### src/rtl/axi_write_master.sv
// AXI4 write master: drains 32-bit words from the read-to-write FIFO and writes
// them as INCR bursts of at most 16 beats that never cross a 4 KB boundary.
module axi_write_master #(
    parameter int C_M_AXI_ID_WIDTH   = 1,
    parameter int C_M_AXI_ADDR_WIDTH = 32,
    parameter int C_M_AXI_DATA_WIDTH = 32
) (
    input  logic                          clk,
    input  logic                          reset_n,
    input  logic                          i_start,
    input  logic [31:0]                   i_dst_addr,
    input  logic [31:0]                   i_total_len,
    output logic                          o_write_done,
    output logic                          o_write_err,
    output logic                          o_busy,
    input  logic                          i_fifo_empty,
    input  logic [31:0]                   i_fifo_data,
    output logic                          o_fifo_pop,
    output logic [C_M_AXI_ID_WIDTH-1:0]   m_axi_awid,
    output logic [C_M_AXI_ADDR_WIDTH-1:0] m_axi_awaddr,
    output logic [7:0]                    m_axi_awlen,
    output logic [2:0]                    m_axi_awsize,
    output logic [1:0]                    m_axi_awburst,
    output logic                          m_axi_awvalid,
    input  logic                          m_axi_awready,
    output logic [C_M_AXI_DATA_WIDTH-1:0] m_axi_wdata,
    output logic [3:0]                    m_axi_wstrb,
    output logic                          m_axi_wlast,
    output logic                          m_axi_wvalid,
    input  logic                          m_axi_wready,
    input  logic [1:0]                    m_axi_bresp,
    input  logic                          m_axi_bvalid,
    output logic                          m_axi_bready
);

    typedef enum logic [3:0] {
        IDLE = 4'b0001,
        ADDR = 4'b0010,
        DATA = 4'b0100,
        RESP = 4'b1000
    } state_e;

    state_e                        state_q, state_d;
    logic [C_M_AXI_ADDR_WIDTH-1:0] addr_q, addr_d;
    logic [29:0]                   rem_q, rem_d;          // remaining length in words
    logic                          awvalid_q, awvalid_d;
    logic [3:0]                    beat_cnt_q, beat_cnt_d;
    logic [4:0]                    burst_beats_q, burst_beats_d;
    logic                          done_q, done_d;
    logic                          err_q, err_d;

    logic [4:0]  cap_s;
    logic [10:0] bound_s;
    logic [4:0]  beats_s;
    logic [29:0] rem_new_s;
    logic        w_hs_s;
    logic        wlast_s;
    logic        unused_s;

    assign unused_s = ^i_total_len[1:0];

    // Burst length in words: limited by remaining length, 16 beats and the 4 KB page end.
    always_comb begin
        bound_s = 11'd1024 - {1'b0, addr_q[11:2]};
        if (rem_q < 30'd16) begin
            cap_s = rem_q[4:0];
        end else begin
            cap_s = 5'd16;
        end
        if (bound_s < {6'b000000, cap_s}) begin
            beats_s = bound_s[4:0];
        end else begin
            beats_s = cap_s;
        end
    end

    assign rem_new_s = rem_q - {25'b0, burst_beats_q};
    assign wlast_s   = (state_q == DATA) && ({1'b0, beat_cnt_q} == (burst_beats_q - 5'd1));
    assign w_hs_s    = m_axi_wvalid && m_axi_wready;

    // State register and datapath registers.
    always_ff @(posedge clk or negedge reset_n) begin
        if (!reset_n) begin
            state_q       <= IDLE;
            addr_q        <= '0;
            rem_q         <= 30'd0;
            awvalid_q     <= 1'b0;
            beat_cnt_q    <= 4'd0;
            burst_beats_q <= 5'd0;
            done_q        <= 1'b0;
            err_q         <= 1'b0;
        end else begin
            state_q       <= state_d;
            addr_q        <= addr_d;
            rem_q         <= rem_d;
            awvalid_q     <= awvalid_d;
            beat_cnt_q    <= beat_cnt_d;
            burst_beats_q <= burst_beats_d;
            done_q        <= done_d;
            err_q         <= err_d;
        end
    end

    // Next-state logic for the burst sequencer.
    always_comb begin
        state_d       = state_q;
        addr_d        = addr_q;
        rem_d         = rem_q;
        awvalid_d     = awvalid_q;
        beat_cnt_d    = beat_cnt_q;
        burst_beats_d = burst_beats_q;
        done_d        = 1'b0;
        err_d         = err_q;
        case (state_q)
            IDLE: begin
                if (i_start) begin
                    addr_d = C_M_AXI_ADDR_WIDTH'(i_dst_addr);
                    rem_d  = i_total_len[31:2];
                    err_d  = 1'b0;
                    if (i_total_len[31:2] == 30'd0) begin
                        done_d = 1'b1;
                    end else begin
                        state_d   = ADDR;
                        awvalid_d = 1'b1;
                    end
                end else begin
                    state_d = IDLE;
                end
            end
            ADDR: begin
                if (m_axi_awready) begin
                    awvalid_d     = 1'b0;
                    beat_cnt_d    = 4'd0;
                    burst_beats_d = beats_s;
                    state_d       = DATA;
                end else begin
                    awvalid_d = 1'b1;
                end
            end
            DATA: begin
                if (w_hs_s) begin
                    beat_cnt_d = beat_cnt_q + 4'd1;
                    if (wlast_s) begin
                        state_d = RESP;
                    end else begin
                        state_d = DATA;
                    end
                end else begin
                    beat_cnt_d = beat_cnt_q;
                end
            end
            RESP: begin
                if (m_axi_bvalid) begin
                    if (m_axi_bresp != 2'b00) begin
                        err_d = 1'b1;
                    end else begin
                        err_d = err_q;
                    end
                    addr_d = addr_q + C_M_AXI_ADDR_WIDTH'({burst_beats_q, 2'b00});
                    rem_d  = rem_new_s;
                    if (rem_new_s == 30'd0) begin
                        done_d  = 1'b1;
                        state_d = IDLE;
                    end else begin
                        state_d   = ADDR;
                        awvalid_d = 1'b1;
                    end
                end else begin
                    state_d = RESP;
                end
            end
            default: begin
                state_d   = IDLE;
                awvalid_d = 1'b0;
            end
        endcase
    end

    assign o_write_done  = done_q;
    assign o_write_err   = err_q;
    assign o_busy        = (state_q != IDLE);
    assign m_axi_awid    = '0;
    assign m_axi_awaddr  = addr_q;
    assign m_axi_awlen   = (beats_s == 5'd0) ? 8'd0 : {3'b000, beats_s - 5'd1};
    assign m_axi_awsize  = 3'b010;
    assign m_axi_awburst = 2'b01;
    assign m_axi_awvalid = awvalid_q;
    // W follows the FIFO directly so beats stream at one per cycle.
    assign m_axi_wvalid  = (state_q == DATA) && !i_fifo_empty;
    assign m_axi_wdata   = i_fifo_data;
    assign m_axi_wstrb   = 4'hF;
    assign m_axi_wlast   = wlast_s;
    assign o_fifo_pop    = w_hs_s;
    assign m_axi_bready  = (state_q == RESP);

endmodule

### config.mk
export PLATFORM = sky130hd
export DESIGN_NAME = axi_write_master
export DESIGN_NICKNAME = d
export VERILOG_FILES = /design/src/rtl/axi_write_master.sv
export SDC_FILE = /design/constraint.sdc
export NUM_CORES = 1
export LEC_CHECK = 0
export ABC_AREA = 1
export CAP_MARGIN = 20
export CORE_ASPECT_RATIO = 0.9
export CORE_MARGIN = 2
export CORE_UTILIZATION = 53
export DETAILED_ROUTE_END_ITERATION = 10
export GPL_TIMING_DRIVEN = 1
export HOLD_SLACK_MARGIN = 0.08
export PLACE_DENSITY = 0.93
export SLEW_MARGIN = 15
export SYNTH_ARGS = -nofsm -noshare
export SYNTH_HDL_FRONTEND = slang
export SYNTH_SLANG_ARGS = --single-unit
### constraint.sdc
create_clock -name clk -period 7.2 [get_ports clk]
set_clock_uncertainty 0.05 [all_clocks]
set_input_delay 1.44 -clock clk [delete_from_list [all_inputs] [get_ports clk]]
set_output_delay 1.44 -clock clk [all_outputs]
set_load 0.005 [all_outputs]
==> flow_summary_export.csv, run 1 <==
group,metric,value,unit
worst_setup_path,cp_data_arrival_time,3.71,ns
floorplan,die_h,111,um
worst_setup_path,worstSetupPathType,"reg2out",
floorplan,io_pins,195,
global_routing,grt_pass1_vias,6935,
global_routing,antenna_found_initial,0,
worst_hold_path,hold_start,"m_axi_awvalid$_DFFE_PN0P_",
timing,max_freq,192,MHz
cts,clk_latency,0.35,ns
yosys,postSynthAreaPerCell,6.52,sq um
worst_setup_path,worst-r2r-cell-count,16,
final_layout,fillers,1132,
cts,cts.sinks,78,
cts,cts_tree,"built",
timing,period_share,0.723,
placed_design,io_buffers,115,
timing,final_hold_viol_count,0,
floorplan,start_util,0.537,
floorplan,die_x,123,um
cts,cts-buffers-inserted,9,
routing,ant_nets,0,
worst_setup_path,path_max_fanout,9,
yosys,ys.flop_type,"dfrtp_1",
global_routing,grt_util_all_layers,0.293,
worst_hold_path,hold_depth,2,
routing,drcViolationCount,0,
yosys,seq_area_frac_synth,0.289,
floorplan,core_area,12600,sq um
timing,finalMaxSlewViolations,0,
routing,drt-initial-drc-count,710,
worst_setup_path,setup.worst_path.end_class,"primary output",
routing,wl,19.5,mm
worst_setup_path,r2r_end,"m_axi_awaddr[12]$_DFFE_PN0P_",
job,drv_cap,0,
routing,wl_met3,1.39,mm
final_layout,area_growth,20.0,%
yosys,synth_edf_count,0,
final_layout,regArea,1950,sq um
yosys,async_flop_share,1.00,
worst_hold_path,whs_endpoint,"m_axi_awvalid$_DFFE_PN0P_",
placed_design,dpl.hpwl,14.4,mm
timing,rsz0062_at_grt,"false",
routing,top_signal_layer_used,"met4",
worst_setup_path,r2r_slack,4.07,ns
yosys,synth.yosys.warnings,0,
cts,cts_hold_buf,0,
cts,h-tree-depth,3,
timing,hold_slack,0.420,ns
routing,wl_met2,8.98,mm
yosys,synth_area,6760,sq um
routing,vias,7163,
timing,tightest_slew,0.826,ns
placed_design,gp_congestion,0.954,
pwr,leakage,3.63,nW
outcome,outcome,"completed",
routing,drtPass1Iterations,5,
yosys,synth_cell_types,47,
worst_setup_path,start_kind,"flip-flop",
cts,cts_setup_buffers,0,
final_layout,drive_above_1_share,0.0558,
final_layout,final_cell_mix,"232 x nand2_1, 137 x inv_1, 126 x nor2_1",
timing,tns,0,ns
cts,clockBufferDepth,2,
worst_hold_path,hold_class,"reg2reg",
routing,met1_length,8.51,mm
yosys,synth-seq-cells,78,
final_layout,layout.nets,1231,
timing,max-slew-margin-rel,0.450,
final_layout,multi_input_area,3870,sq um
cts,clkTransAtPathRegs,0.06,ns
worst_setup_path,required,5.71,ns
cts,cts_root_buf,"clkbuf_16",
pwr,ir_drop,0.000202,V
global_routing,grt_overflow,0,
routing,via_per_inst,5.61,
final_layout,final_common_cell,"nand2_1",
routing,post_drt_wl_per_cell,15.3,um
final_layout,antennaDiodeCount,0,
worst_setup_path,rr_startpoint,"burst_beats_q[0]$_DFFE_PN0P_",
floorplan,dieArea,13700,sq um
pwr,power_density,406,nW/um^2
timing,finalSetupViolations,0,
timing,layout_min_cycle_time,5.20,ns
global_routing,grt_max_degree,88,
global_routing,grt_pass1_wl,32.4,mm
cts,cts_resized,0,
floorplan,rows,39,
yosys,netlist_instances,1036,
==> cell type report <==
type / instances / area share
well taps: 164 / 0.0253
clock inverters: 5 / 0.0100
flip-flops and latches: 78 / 0.241
inverters: 141 / 0.0653
clock buffers: 11 / 0.0312
multi-input cells: 758 / 0.478
repair buffers: 119 / 0.149
==> kinds of logic after synthesis <==
logic type	synth area share
other	0.00111
DFF	0.289
buffers and inverters	0.144
AOI/OAI and AO/OA	0.152
xor gates and xnor gates	0.0246
adders and majority gates	0.0374
and+or+nand+nor	0.352
==> metrics by stage <==
stage	util	area, sq um	power (mW)	cells	setup slack [ns]
after floorplan	-	6800	2.13	1047	3.31
after global placement	0.614	7730	2.66	1258	2.49
after detailed placement	0.614	7730	2.71	1258	2.42
after CTS	0.640	8060	3.24	1274	2.01
after global routing	0.644	8110	3.57	1276	1.62
final	0.644	8110	3.29	1276	2.00
==> layer usage <==
layer  up-vias  global-route usage
met3        47              0.0684
met1      3320               0.387
met2       298               0.464
met5         -                   0
met4         0               0.109
li1       3498                   -
==> Yosys cell counts, types with 2 or more instances <==
library cell	instances	area (sq um)
nor2_4	5	56.3
clkbuf_1	15	56.3
nor3b_1	2	15.0
ha_1	17	213
buf_2	7	35.0
nand2_1	232	871
xnor2_1	9	78.8
or2_2	7	43.8
nor3_1	18	90.1
nand3_1	77	385
nand2_4	2	22.5
o21a_1	3	22.5
inv_2	4	15.0
buf_1	2	7.51
o21ai_0	74	370
a31oi_1	3	18.8
o21ai_1	12	60.1
nand3_2	4	40.0
nand2_2	7	43.8
inv_1	137	514
nor2_1	126	473
o211ai_1	25	188
xor2_1	10	87.6
buf_4	45	338
nor2_2	5	31.3
o22ai_1	28	175
conb_1	2	7.51
nand3b_1	2	15.0
nor4_1	12	75.1
dfrtp_1	77	1930
fa_1	2	40.0
a21oi_1	27	135
nand4_1	24	150
==> worst max-delay path, cell delays in order, from the launching register on <==
cell	delay, ns
dfrtp_1	0.43
nor2_4	0.17
nand2_2	0.09
nor2_4	0.15
nand3_2	0.10
nor2_4	0.17
inv_1	0.11
nor2_1	0.15
inv_1	0.06
ha_1	0.17
a21oi_1	0.13
o211ai_1	0.15
a21oi_4	0.30
nand2_4	0.14
nand2_2	0.08
nand2_2	0.08
nor2_4	0.14
nand2_1	0.06
o21ai_1	0.12
clkdlybuf4s50_1	0.52
==> state kept, by name, indices dropped and copies added (netlist names) <==
signal         count
m_axi_awvalid      1
o_write_err        1
state_q            4
m_axi_awaddr      32
beat_cnt_q         4
burst_beats_q      5
o_write_done       1
rem_q             30
==> report_power, final <==
group	total, mW	switching, mW	internal (mW)	leakage [nW]
logic	1.90	1.16	0.742	2.50
clock network	0.513	0.190	0.323	0.162
registers	0.880	0.236	0.644	0.971
total	3.29	1.58	1.71	3.63
==> how the worst max path moves through the flow <==
stage               cells past startpoint  slack [ns]                  start        endpoint
floorplan                              18        3.31  rem_q[13]$_DFFE_PN0P_  m_axi_awlen[3]
global placement                       19        2.49  rem_q[24]$_DFFE_PN0P_  m_axi_awlen[3]
detailed placement                     19        2.42  rem_q[13]$_DFFE_PN0P_  m_axi_awlen[3]
CTS                                    19        2.01  rem_q[13]$_DFFE_PN0P_  m_axi_awlen[3]
global route                           19        1.62  rem_q[24]$_DFFE_PN0P_  m_axi_awlen[3]
finish                                 19        2.00  rem_q[13]$_DFFE_PN0P_  m_axi_awlen[3]
No activity file was read; power rests on OpenSTA's default activity.
==> inputs of run 2 (changes only) <==
--- a/config.mk
+++ b/config.mk
@@ -9,11 +9,11 @@
 export CAP_MARGIN = 20
 export CORE_ASPECT_RATIO = 0.9
 export CORE_MARGIN = 2
-export CORE_UTILIZATION = 53
+export CORE_UTILIZATION = 44
 export DETAILED_ROUTE_END_ITERATION = 10
 export GPL_TIMING_DRIVEN = 1
 export HOLD_SLACK_MARGIN = 0.08
-export PLACE_DENSITY = 0.93
+export PLACE_DENSITY = 0.83
 export SLEW_MARGIN = 15
 export SYNTH_ARGS = -nofsm -noshare
 export SYNTH_HDL_FRONTEND = slang
==> constraint.sdc (replaced) <==
create_clock -name clk -period 4.2 [get_ports clk]
set_clock_uncertainty 0.05 [all_clocks]
set_input_delay 0.84 -clock clk [delete_from_list [all_inputs] [get_ports clk]]
set_output_delay 0.84 -clock clk [all_outputs]
set_load 0.005 [all_outputs]
==> run 2 against run 1 <==
Compared with the run above:
- the flow now finishes with violations (negative setup slack)
- sequential power up 69%
- worst setup slack got worse by 2.0 ns
- non-clock buffer count rose by 46
- largest power group unchanged
==> flow_summary_export.csv, run 2 (synthesized netlist as in run 1, its figures left out) <==
group,metric,value,unit
final_layout,finalInstanceArea,8600,sq um
pwr,p_seq_frac,0.249,
routing,drt-initial-drc-count,644,
pwr,power_density,697,nW/um^2
global_routing,grt_pass1_wl,32.8,mm
timing,finalSetupViolations,4,
worst_setup_path,cpLargestDelayFamily,"simple AND/OR/NAND/NOR gates",
routing,drtPass1Iterations,6,
final_layout,area_growth,27.3,%
pwr,swShare,0.473,
cts,cts_tree,"built",
final_layout,final_common_cell,"nand2_1",
placed_design,gp_congestion,0.950,
timing,max-slew-margin-rel,0.462,
placed_design,post-place-cells,1298,
worst_setup_path,required,3.31,ns
timing,layout_min_cycle_time,4.23,ns
cts,clkTransAtPathRegs,0.06,ns
cts,clockBufferDepth,2,
cts,clk_latency,0.34,ns
final_layout,final_cell_mix,"225 x nand2_1, 133 x inv_1, 118 x nor2_1",
worst_setup_path,path_cells,"nor2_2, nand2_2, nor2_4, nand3_2, nor2_4, buf_6, ha_1, a21oi_4, o211ai_1, a21oi_4, nand2_4, nand2_2, nand2_2, buf_4, nor2_4, nand2_2, o21ai_2, clkbuf_2",
pwr,p_total,6.00,mW
timing,tightest_slew,0.800,ns
cts,cts-buffers-inserted,9,
worst_setup_path,path_max_fanout,6,
outcome,violations,"negative setup slack",
floorplan,dieArea,16400,sq um
pwr,pwr-share-comb,0.594,
worst_setup_path,cp_data_arrival_time,3.34,ns
global_routing,grt_pass1_vias,6871,
routing,ant_nets,0,
global_routing,antenna_found_initial,0,
cts,cts_hold_buf,0,
pwr,switching_power,2.84,mW
outcome,outcome,"complete, but fails checks",
worst_setup_path,critical_path_buf_inv_count,3,
floorplan,core_area,14900,sq um
timing,layout_setup_ws,-0.0296,ns
routing,wl,21.0,mm
pwr,ir_drop,0.000371,V
placed_design,dpl_cell_area,7810,sq um
worst_setup_path,start_kind,"flip-flop",
routing,via_per_inst,5.47,
placed_design,pre_cts_ws,0.0545,ns
timing,max_freq,236,MHz
timing,period_share,1.01,
floorplan,io_pins,195,
timing,finalMaxSlewViolations,0,
final_layout,largest_reg_flops,32,
final_layout,layout.nets,1278,
final_layout,stdcell_count,1356,
floorplan,die_h,122,um
placed_design,io_buffers,115,
timing,rsz0062_at_grt,"true",
routing,drcViolationCount,0,
timing,final_hold_viol_count,0,
worst_hold_path,hold_class,"in2async",
global_routing,grt_overflow,0,
global_routing,grt_max_degree,79,
floorplan,rows,42,
final_layout,antennaDiodeCount,0,
floorplan,die_x,135,um
floorplan,start_util,0.454,
cts,cts_root_buf,"clkbuf_16",
cts,cts.sinks,78,
pwr,clockPowerShare,0.158,
placed_design,dpl.hpwl,14.7,mm
pwr,leakage,3.88,nW
worst_setup_path,setup.worst_path.end_class,"primary output",
worst_setup_path,cpMostUsedCell,"nand2_2",
worst_setup_path,worstSetupPathType,"reg2out",
worst_setup_path,cpMaxStageDelayCell,"dfrtp_1",
cts,h-tree-depth,3,
job,drv_cap,0,
global_routing,grt_util_all_layers,0.250,
pwr,intPower,3.16,mW
worst_setup_path,critPathMaxStageDelay,0.39,ns
final_layout,drive_above_1_share,0.120,
routing,post_drt_wl_per_cell,15.5,um
routing,vias,7421,
==> run 2: changes by cell type in the layout (fill, tap and decap cells not counted), moves of 3 or more <==
cell             previous run  this run
nor2_1                    126       118
nor2_2                      5        11
nand2_1                   232       225
nand2_2                     7        15
clkdlybuf4s50_1           114       109
inv_1                     137       133
inv_2                       4         7
buf_6                       0         6
buf_4                       3        44
clkbuf_2                    0         5
==> run 2: path summary, 6_finish.rpt <==
kind	end	startpoint	slack [ns]	depth (start not counted)
worst max-delay path	m_axi_awlen[3]	rem_q[8]$_DFFE_PN0P_	-0.03	18
worst min-delay path	m_axi_awaddr[31]$_DFFE_PN0P_	reset_n	0.43	1
worst max register to register	burst_beats_q[2]$_DFFE_PN0P_	rem_q[8]$_DFFE_PN0P_	1.08	18
worst min register to register	m_axi_awvalid$_DFFE_PN0P_	m_axi_awvalid$_DFFE_PN0P_	0.43	2
max in group asynchronous	state_q[0]$_DFFE_PN1P_	reset_n	2.99	2
min in group clk	m_axi_awvalid$_DFFE_PN0P_	m_axi_awvalid$_DFFE_PN0P_	0.43	2
==> run 2: per-layer routing <==
layer,vias up,routed length (um),global-route usage
met2,332,9800,0.410
met4,0,599,0.0855
met1,3433,8830,0.320
li1,3595,-,-
met3,61,1770,0.0670
met5,-,0,0
==> run 2: area by class of cell <==
cell class	instances	area (sq um)
timing repair buffer	165	1530
multi-input combinational	759	3980
fill	1360	6270
clock buffer	12	267
tap	198	248
clock inverter	3	90.1
inverter	141	532
sequential	78	1950
==> run 2: power groups by stage <==
stage	Clock (mW)	Sequential [mW]	Combinational (mW)
6_report	0.946	1.49	3.56
4_1_cts	0.953	1.47	3.33
3_3_place_gp	0	1.48	3.13
2_1_floorplan	0	1.41	2.25
3_5_place_dp	0	1.49	3.20
5_1_grt	0.984	1.53	3.95
==> run 2: what timing repair did <==
item                       in CTS  in global routing
pin swaps                      14                 22
resized for setup              11                 39
setup endpoints to repair       5                  5
buffers inserted               25                 16
cloned                          1                  0
==> run 2: stage by stage <==
| stage | setup TNS [ns] | utilization | hold slack [ns] |
|---|---|---|---|
| floorplan | 0 | - | 0.414 |
| global placement | 0 | 0.525 | 0.408 |
| global route | -0.880 | 0.578 | 0.469 |
| finish | -0.0813 | 0.578 | 0.425 |
| detailed placement | 0 | 0.525 | 0.412 |
| CTS | -0.375 | 0.564 | 0.425 |
==> inputs of run 3 (changes only) <==
--- a/config.mk
+++ b/config.mk
@@ -11,7 +11,7 @@
 export CORE_MARGIN = 2
 export CORE_UTILIZATION = 44
 export DETAILED_ROUTE_END_ITERATION = 10
-export GPL_TIMING_DRIVEN = 1
+export GPL_TIMING_DRIVEN = 0
 export HOLD_SLACK_MARGIN = 0.08
 export PLACE_DENSITY = 0.83
 export SLEW_MARGIN = 15
==> run 3 against run 2 <==
Compared with the run above:
- the run now ends clean
- largest cell class unchanged
- total power up 0.10%
- non-clock buffer count increased by 84
- worst setup slack improved by 0.060 ns
- sequential power is essentially flat
- flip-flop and latch count stayed put
- clock power shrank 15%
- global-route usage up 3.0 points
- routed wire length up 11%
- first-iteration DRC count grew 16%
- count of clock-buffer cells in the layout rose by 2
- critical path depth is 1 lower
- core utilization grew 3.8 points
==> flow_summary_export.csv, run 3 (synthesized netlist as in run 1, its figures left out) <==
group,metric,value,unit
cts,cts.sinks,78,
outcome,outcome,"completed",
worst_setup_path,start_kind,"flip-flop",
floorplan,rows,42,
routing,drt-initial-drc-count,746,
routing,wl_met2,11.2,mm
worst_setup_path,cp_data_arrival_time,3.28,ns
worst_setup_path,rr_startpoint,"burst_beats_q[0]$_DFFE_PN0P_",
timing,max_freq,240,MHz
final_layout,final_cell_mix,"223 x nand2_1, 141 x clkdlybuf4s50_1, 133 x inv_1",
floorplan,die_x,135,um
pwr,p_seq_frac,0.250,
timing,period_share,0.993,
floorplan,start_util,0.454,
routing,via_per_inst,5.43,
final_layout,regArea,1950,sq um
global_routing,grt_max_degree,59,
job,drv_cap,0,
routing,wl_met3,2.05,mm
placed_design,post-place-cells,1393,
cts,cts-buffers-inserted,9,
routing,wl,23.4,mm
final_layout,final_common_cell,"nand2_1",
floorplan,die_h,122,um
final_layout,antennaDiodeCount,0,
pwr,power_density,655,nW/um^2
final_layout,multi_input_area,3970,sq um
cts,clk_latency,0.36,ns
worst_setup_path,worstSetupPathType,"reg2out",
global_routing,grt_pass1_vias,7169,
final_layout,area_growth,35.7,%
placed_design,gp_congestion,0.995,
routing,drtPass1Iterations,7,
cts,h-tree-depth,3,
timing,max-slew-margin-rel,0.444,
placed_design,io_buffers,147,
pwr,switching_power,2.93,mW
pwr,pwr-share-comb,0.616,
worst_setup_path,cp-startpoint,"rem_q[14]$_DFFE_PN0P_",
cts,cts_tree,"built",
worst_hold_path,hold_class,"in2async",
timing,finalSetupViolations,0,
global_routing,grt_util_all_layers,0.280,
pwr,clockPowerShare,0.134,
timing,tightest_slew,0.826,ns
placed_design,dpl.hpwl,17.8,mm
routing,top_signal_layer_used,"met4",
final_layout,finalInstanceArea,9170,sq um
routing,met1_length,9.71,mm
final_layout,largest_reg_flops,32,
routing,drcViolationCount,0,
routing,post_drt_wl_per_cell,16.2,um
cts,cts_root_buf,"clkbuf_16",
final_layout,stdcell_count,1441,
floorplan,io_pins,195,
pwr,leakage,4.17,nW
floorplan,dieArea,16400,sq um
global_routing,grt_overflow,0,
worst_setup_path,required,3.31,ns
placed_design,dpl_cell_area,8540,sq um
worst_setup_path,path_max_fanout,6,
global_routing,antenna_found_initial,0,
pwr,swShare,0.489,
routing,vias,7826,
pwr,intPower,3.07,mW
final_layout,fillers,1376,
cts,clockBufferDepth,2,
final_layout,layout.nets,1362,
routing,ant_nets,0,
worst_setup_path,setup.worst_path.end_class,"primary output",
floorplan,core_area,14900,sq um
global_routing,grt_pass1_wl,36.0,mm
timing,finalMaxSlewViolations,0,
cts,clkTransAtPathRegs,0.06,ns
timing,final_hold_viol_count,0,
timing,layout_min_cycle_time,4.17,ns
final_layout,drive_above_1_share,0.137,
pwr,ir_drop,0.000365,V
[run 3: cell count changes in the layout (fill, tap and decap cells not counted), sizes merged]
cell / change
buf: +36
clkinv: +1
dlygate4sd2: +1
clkdlybuf4s50: +32
clkbuf: +17
bufinv: -2
[run 3: worst paths after layout]
path	endpoint	slack [ns]	cells after the start
max	m_axi_awlen[4]	0.03	17
min	rem_q[11]$_DFFE_PN0P_	0.33	1
max reg2reg	m_axi_awaddr[12]$_DFFE_PN0P_	1.06	16
min reg2reg	o_write_err$_DFFE_PN0P_	0.44	2
max in group asynchronous	state_q[0]$_DFFE_PN1P_	3.12	2
min in group clk	o_write_err$_DFFE_PN0P_	0.44	2
[run 3: worst max-delay path, stage by stage (launching register included)]
cell           delay, ns
dfrtp_2             0.45
nor2_4              0.15
nand3_2             0.09
nor2_2              0.13
nand2_2             0.09
nor2_4              0.17
buf_4               0.16
ha_1                0.25
a21oi_1             0.17
o211ai_1            0.17
a21oi_4             0.17
buf_12              0.14
buf_6               0.09
nand3_1             0.12
nand2_4             0.13
nor2_4              0.05
a21oi_1             0.13
dlygate4sd2_1       0.24
[run 3: cell type report]
cell class                      count  area share
Multi-Input combinational cell    759       0.433
Sequential cell                    78       0.213
Timing Repair Buffer              179       0.189
Inverter                          141      0.0580
Buffer                             70      0.0482
Clock buffer                       14      0.0277
Tap cell                          198      0.0270
Clock inverter                      2     0.00382
[run 3: per-stage QoR]
step	setup TNS (ns)	power, mW	utilization	setup WS [ns]	hold WS [ns]
finish	0	6.00	0.617	0.0308	0.332
floorplan	0	3.66	-	0.907	0.414
global placement	-54.50	4.76	0.573	-0.714	0.410
CTS	0	5.83	0.608	0.0725	0.341
global route	-0.0491	6.48	0.617	-0.0263	0.351
detailed placement	0	4.85	0.574	0.0175	0.422
[run 3: power groups by stage]
stage,Sequential [mW],Clock (mW),Combinational [mW]
floorplan,1.41,0,2.25
global placement,1.50,0,3.27
detailed placement,1.50,0,3.35
CTS,1.49,0.805,3.54
global route,1.55,0.839,4.09
finish,1.50,0.802,3.70
[run 3: metal layers]
metal / GRT usage / up-vias
li1: - / 3770
met1: 0.380 / 3640
met2: 0.459 / 375
met3: 0.0562 / 41
met4: 0.0757 / 0
met5: 0 / -
[run 3: timing repair]
item                                    4_1_cts  5_1_grt
endpoints found under the setup margin        5        5
pin swaps                                    13       20
gates resized for setup                      22       27
buffers inserted                             22        9
cloned                                        1        0
hold buffers                                  0        0
